### src/rtl/lab3_mem_line_to_word_adapter.sv
// Adapts 128-bit cache-line memory transactions into four sequential 32-bit word
// transactions. Refill reads are reassembled into a line; eviction writes are acked per line.
module lab3_mem_line_to_word_adapter #(
  parameter int unsigned p_opaque_nbits = 8,
  parameter int unsigned p_addr_nbits   = 32
) (
  input  logic                      clk,
  input  logic                      reset,

  input  logic                      memreq_val,
  output logic                      memreq_rdy,
  input  logic [2:0]                memreq_type,
  input  logic [p_opaque_nbits-1:0] memreq_opaque,
  input  logic [p_addr_nbits-1:0]   memreq_addr,
  input  logic [127:0]              memreq_data,

  output logic                      memresp_val,
  input  logic                      memresp_rdy,
  output logic [2:0]                memresp_type,
  output logic [p_opaque_nbits-1:0] memresp_opaque,
  output logic [127:0]              memresp_data,

  output logic                      wmemreq_val,
  input  logic                      wmemreq_rdy,
  output logic [2:0]                wmemreq_type,
  output logic [p_addr_nbits-1:0]   wmemreq_addr,
  output logic [31:0]               wmemreq_data,

  input  logic                      wmemresp_val,
  output logic                      wmemresp_rdy,
  input  logic [31:0]               wmemresp_data
);

  localparam int unsigned LINE_W  = 128;
  localparam int unsigned WORD_W  = 32;
  localparam int unsigned TYPE_W  = 3;
  localparam int unsigned LADDR_W = p_addr_nbits - 4;

  typedef enum logic [1:0] {
    IDLE = 2'd0,
    REQ  = 2'd1,
    WAIT = 2'd2,
    RESP = 2'd3
  } state_t;

  state_t                    state;
  logic [1:0]                cnt;
  logic [LINE_W-1:0]         buffer;
  logic [LINE_W-1:0]         wdata;
  logic [TYPE_W-1:0]         type_q;
  logic [p_opaque_nbits-1:0] opaque_q;
  logic [LADDR_W-1:0]        line_addr;
  logic                      is_write;
  logic                      unused_addr_bits;

  // Byte offset within the line never reaches the word port.
  assign unused_addr_bits = ^memreq_addr[3:0];

  // Only type 1 is a write; every other encoding is executed as a read.
  assign is_write = (type_q == 3'd1);

  // Handshake strobes decode the state and are forced low while reset is held.
  assign memreq_rdy   = reset && (state == IDLE);
  assign wmemreq_val  = reset && (state == REQ);
  assign wmemresp_rdy = reset && (state == WAIT);
  assign memresp_val  = reset && (state == RESP);

  assign wmemreq_type   = TYPE_W'(is_write);
  assign wmemreq_addr   = {line_addr, cnt, 2'b00};
  assign wmemreq_data   = wdata[{cnt, 5'd0} +: WORD_W];
  assign memresp_type   = type_q;
  assign memresp_opaque = opaque_q;
  assign memresp_data   = is_write ? '0 : buffer;

  always_ff @(posedge clk) begin
    if (!reset) begin
      state     <= IDLE;
      cnt       <= 2'd0;
      buffer    <= '0;
      wdata     <= '0;
      type_q    <= '0;
      opaque_q  <= '0;
      line_addr <= '0;
    end else begin
      case (state)
        IDLE: begin
          if (memreq_val && memreq_rdy) begin
            type_q    <= memreq_type;
            opaque_q  <= memreq_opaque;
            line_addr <= memreq_addr[p_addr_nbits-1:4];
            wdata     <= memreq_data;
            cnt       <= 2'd0;
            buffer    <= '0;
            state     <= REQ;
          end
        end
        REQ: begin
          if (wmemreq_val && wmemreq_rdy) begin
            state <= WAIT;
          end
        end
        WAIT: begin
          if (wmemresp_val && wmemresp_rdy) begin
            if (!is_write) begin
              buffer[{cnt, 5'd0} +: WORD_W] <= wmemresp_data;
            end
            // Last word closes the line; the counter only restarts on the next accept.
            if (cnt == 2'd3) begin
              state <= RESP;
            end else begin
              cnt   <= cnt + 2'd1;
              state <= REQ;
            end
          end
        end
        RESP: begin
          if (memresp_val && memresp_rdy) begin
            state <= IDLE;
          end
        end
        default: state <= IDLE;
      endcase
    end
  end

endmodule

### config.mk
export PLATFORM = sky130hd
export DESIGN_NAME = lab3_mem_line_to_word_adapter
export DESIGN_NICKNAME = d
export VERILOG_FILES = /design/src/rtl/lab3_mem_line_to_word_adapter.sv
export SDC_FILE = /design/constraint.sdc
export NUM_CORES = 1
export LEC_CHECK = 0
export ABC_AREA = 1
export BUFFER_PORTS_ARGS = -buffer_cell sky130_fd_sc_hd__buf_4
export CAP_MARGIN = 20
export CORE_MARGIN = 1
export CORE_UTILIZATION = 45
export DETAILED_ROUTE_END_ITERATION = 8
export GPL_ROUTABILITY_DRIVEN = 0
export PLACE_DENSITY = 0.83
export SYNTH_ARGS = -nofsm -noshare
export SYNTH_HDL_FRONTEND = slang
export SYNTH_SLANG_ARGS = --single-unit
### constraint.sdc
create_clock -name clk -period 5.7 [get_ports clk]
set_input_delay 1.14 -clock clk [delete_from_list [all_inputs] [get_ports clk]]
set_output_delay 1.14 -clock clk [all_outputs]
set_load 0.05 [all_outputs]
# Word-level counts from Yosys, hierarchy flattened
# Index checks and enable logic that the tools add are counted.
[totals]
wordCells = 53
ff_bits = 299
output_inout_bits = 210
[classes]
n_addsub = 2
mux = 16
reduce_logical = 14
eq_ne = 11
n_shift = 3
[op_table]
columns = ["operator", "count"]
rows = [
  ["two-way mux 128 bit", 4],
  ["one-hot mux 128 bit (2 select lines)", 1],
  ["bitwise mux 128 bit", 1],
  ["variable shift 32 x 9 -> 128 bit, first input constant", 1],
  ["variable part select 128 x 8 -> 32 bit", 1],
  ["variable part select 32 x 9 -> 128 bit", 1],
  ["two-way mux 2 bit", 8],
  ["AND reduction 4 bit", 3],
  ["negation 7 -> 9 bit", 1],
  ["logical AND 1 bit", 8],
  ["!= test 2 x 1 -> 1 bit, second input constant", 4],
  ["one-hot mux 2 bit (4 select lines)", 1],
  ["== test 2 bit, second input constant", 3],
  ["!= test 2 bit, second input constant", 2],
  ["one-hot mux 2 bit (2 select lines)", 1],
  ["== test 3 x 1 -> 1 bit, second input constant", 1],
  ["adder 2 x 1 -> 2 bit, second input constant", 1],
  ["== test 2 x 1 -> 1 bit, second input constant", 1],
  ["zero test 2 bit", 1],
  ["AND reduction 2 bit", 1],
  ["nonzero test 2 bit", 1],
]

# Logic depth before layout (Yosys ltp)
[logic_depth]
word_depth = 6
ltp_mapped = 12

# Worst setup path after synthesis
# No wires, ideal clock.
[synth_timing]
path_type = "reg2out"
start = "register cnt[0]"
end = "output wmemreq_data[23]"
path_slack_ps = 2342
stages_incl_launch_ff = 6
n_path_buf = 2
arrival_ps = 2218
path_cell_list = "dfxtp_1 > clkinv_1 > clkbuf_1 > buf_1 > nor2_1 > o22ai_1"
[synth_via]
elab_chain_cells = 1
[synth_rtl]
columns = ["item", "line_no", "text"]
rows = [
  ["start: declaration", "47", "logic [1:0] cnt;"],
  ["start signal: assignment", "111", "cnt <= cnt + 2'd1;"],
  ["variable part select 128 x 8 -> 32 bit", "70", "assign wmemreq_data = wdata[{cnt, 5'd0} +: WORD_W];"],
  ["end: declaration", "27", "output logic [31:0] wmemreq_data,"],
]
# Every way passes these cells.

# Worst setup path after layout
[layout_timing]
start = "register type_q[0], in the netlist memresp_type[0]"
end = "output memresp_data[49]"
[layout_via]
elab_chain_cells = 2
[layout_rtl]
columns = ["item", "line_no", "text"]
rows = [
  ["start: declaration", "50", "logic [TYPE_W-1:0] type_q;"],
  ["start signal: assignment", "88", "type_q <= memreq_type;"],
  ["== test 3 x 1 -> 1 bit", "60", "assign is_write = (type_q == 3'd1);"],
  ["two-way mux 128 bit", "73", "assign memresp_data = is_write ? '0 : buffer;"],
  ["end: declaration", "21", "output logic [127:0] memresp_data,"],
]
# Every way passes these cells.

==> metrics <==
chip width 181 um; layout cell share with drive strength beyond 1 0.199; RSZ-0062 raised after global routing false; grt ovf 0; number of remaining DRC errors 0; Leak 9.97 nW; Worst-Skew Late Latency 510 ps; mean post-synth cell area 6.44 sq um; critical path type flop to output port; initial antenna violation count 2; DR WL/cell 16.3 um; # setup viols final 0; clock tree buffer depth 3; Critical Path End Type output port; first-pass iteration count of the detailed router 6; Slew Limit Fails 0; cts bufs inserted 34; # nets final 2720; crit path max fanout 78; register area 5990 sq um; IO Count 419; Area Overhead vs Synth 28.9%; TritonCTS clock tree done; vias in the first global route 14600; Slew headroom 0.234; Yosys reg bits 299; Synth Instances 2239; R2R cell count 7; Setup Skew 17.6 ps; initial core utilization 0.457; Worst Tran Pin Value 1150 ps; CTS resizes 0; clk sink count 299; largest net degree at the start of global routing 241; status complete, no violations; first-pass GRT wire length 74.3 mm; row cnt 65; Layout Utilization 0.589; Worst Path Required 4560 ps; Die Ht 181 um; Final Cell Area 18600 sq um; Tcrit/Tclk final 0.690; CTS clk-pin slew, worst paths 60 ps; Max Freq 254 MHz; worst hold stages 2; H-tree depth 2; Root Driver clkbuf_16; placed cell areas 17300 sq um; Met2 Wirelength 22.8 mm; DR top layer met4; Post-DP HPWL 31.5 mm; Setup TNS 0 ps; post-synthesis sequential area ratio 0.415; PortBufs 410; die area 32800 sq um; DRT iter0 DRCs 1583; Mapped Area 14400 sq um; core region area 31600 sq um; critical path startpoint category flop; hold-fix buffers at CTS 0; Pwr Density 499 nW/um^2; multi-input logic area 6900 sq um; maxcap violations 0; via/cell ratio 5.45; met3 WL post-DR 4.28 mm; Final ANT Viol Nets 0; post-layout min period 3930 ps; Tot Pwr 9.28 mW; Tot GR Track Use 0.278; post-CTS setup buffers 0; Yosys top cell area share 0.415; Netlist cell types 24; synth top area cells dfxtp_1 41%, nand3_1 16%, nand2_1 15%; hold slack final 461 ps; Critical Path AT 2790 ps; Fill cells 2902; Ys Warns 0; maximum vdd drop 0.360 mV; Routed WL 47.7 mm; DR vias 16000; leading area contributor after synthesis dfxtp_1; Fin. Hold Viols 0; Hold WC Path Type flop to flop; DRT met1 WL 18.1 mm
==> placed cells by master (no fill, tap or decap), types with 2 or more instances in the layout <==
cell type	synthesis	layout
clkinv_2	0	5
nor2_1	246	246
nand3_1	455	454
inv_6	0	2
buf_4	9	420
clkbuf_1	113	5
buf_8	0	2
clkbuf_8	0	7
inv_1	187	187
nand2_2	0	2
diode_2	0	2
nand2_1	577	574
ha_1	6	6
buf_16	0	2
clkinv_4	0	3
clkinvlp_4	0	3
nor2_2	4	4
inv_2	3	3
nor3_4	0	2
clkbuf_16	0	35
nand4_1	25	25
buf_12	0	5
a21oi_1	127	127
conb_1	1	4
o22ai_1	32	32
dfxtp_1	299	298
o21ai_0	66	66
bufinv_16	0	2
==> cells in the mapped netlist <==
| cell type | number |
|---|---|
| nand2_1 | 577 |
| nand3_1 | 455 |
| dfxtp_1 | 299 |
| nor2_1 | 246 |
| inv_1 | 187 |
| a21oi_1 | 127 |
| clkbuf_1 | 113 |
| o21ai_0 | 66 |
| buf_2 | 63 |
| o22ai_1 | 32 |
| nand4_1 | 25 |
| buf_1 | 17 |
| buf_4 | 9 |
| ha_1 | 6 |
| nor2_2 | 4 |
| inv_2 | 3 |
| clkinv_1 | 2 |
| nor3_2 | 2 |
| conb_1 | 1 |
| nand3b_1 | 1 |
| nor2_4 | 1 |
| o21ai_2 | 1 |
| or2_1 | 1 |
| or2_2 | 1 |
==> registers in the layout, indices dropped and copies added, names as in the netlist <==
register and count:
buffer 128, memresp_type 3, memresp_opaque 8, state 2, cnt 2, line_addr 28
wdata 128
==> per-stage QoR <==
| step | std cells | setup WS (ps) |
|---|---|---|
| after floorplan | 2242 | 2340 |
| after global placement | 2865 | 1990 |
| after detailed placement | 2865 | 1980 |
| after CTS | 2926 | 1800 |
| after global routing | 2933 | 1630 |
| final | 2934 | 1770 |
==> area by class of cell <==
class | count | area share
Antenna cell | 2 | 0.000269
Sequential cell | 299 | 0.322
Tap cell | 402 | 0.0271
Clock buffer | 47 | 0.0533
Clock inverter | 14 | 0.00787
Timing Repair Buffer | 429 | 0.180
Inverter | 192 | 0.0388
Multi-Input combinational cell | 1549 | 0.371
==> final timing paths <==
check / slack [ps] / to / start
worst min-delay path: 460 / wdata[94] / wdata[94]
worst max-delay path: 1770 / memresp_data[49] / memresp_type[0]
worst min register to register: 460 / wdata[94] / wdata[94]
worst max register to register: 2600 / buffer[9] / cnt[1]
==> where the power goes <==
group / total [mW] / switching [mW] / leakage (nW) / internal, mW
sequential: 2.84 / 0.266 / 2.46 / 2.57
combinational: 4.22 / 2.97 / 6.96 / 1.25
clock: 2.22 / 0.899 / 0.553 / 1.32
==> critical path, cell delays in order, from the launching register on <==
cell and delay (ps):
dfxtp_1 480, nand3_4 680, buf_4 600, nand2_1 190
inv_1 70, buf_4 190
==> layer usage <==
layer  GRT usage  vias to the layer above
met5           0                        -
met4       0.161                        0
met1       0.327                     7369
met2       0.463                      757
met3      0.0677                      144
li1            -                     7713
==> logic make-up (layout without fill, tap and decap cells) <==
kind of cell,Yosys count,in the layout,share of synthesized area
AND/OR/NAND/NOR,1313,1313,0.388
buffers and inverters,394,682,0.110
flip-flops,299,299,0.415
AO/OA/AOI/OAI,226,226,0.0814
adder cells (fa/ha/maj),6,6,0.00520
other,1,6,0.000260
Power figures use the tool's default switching activity.
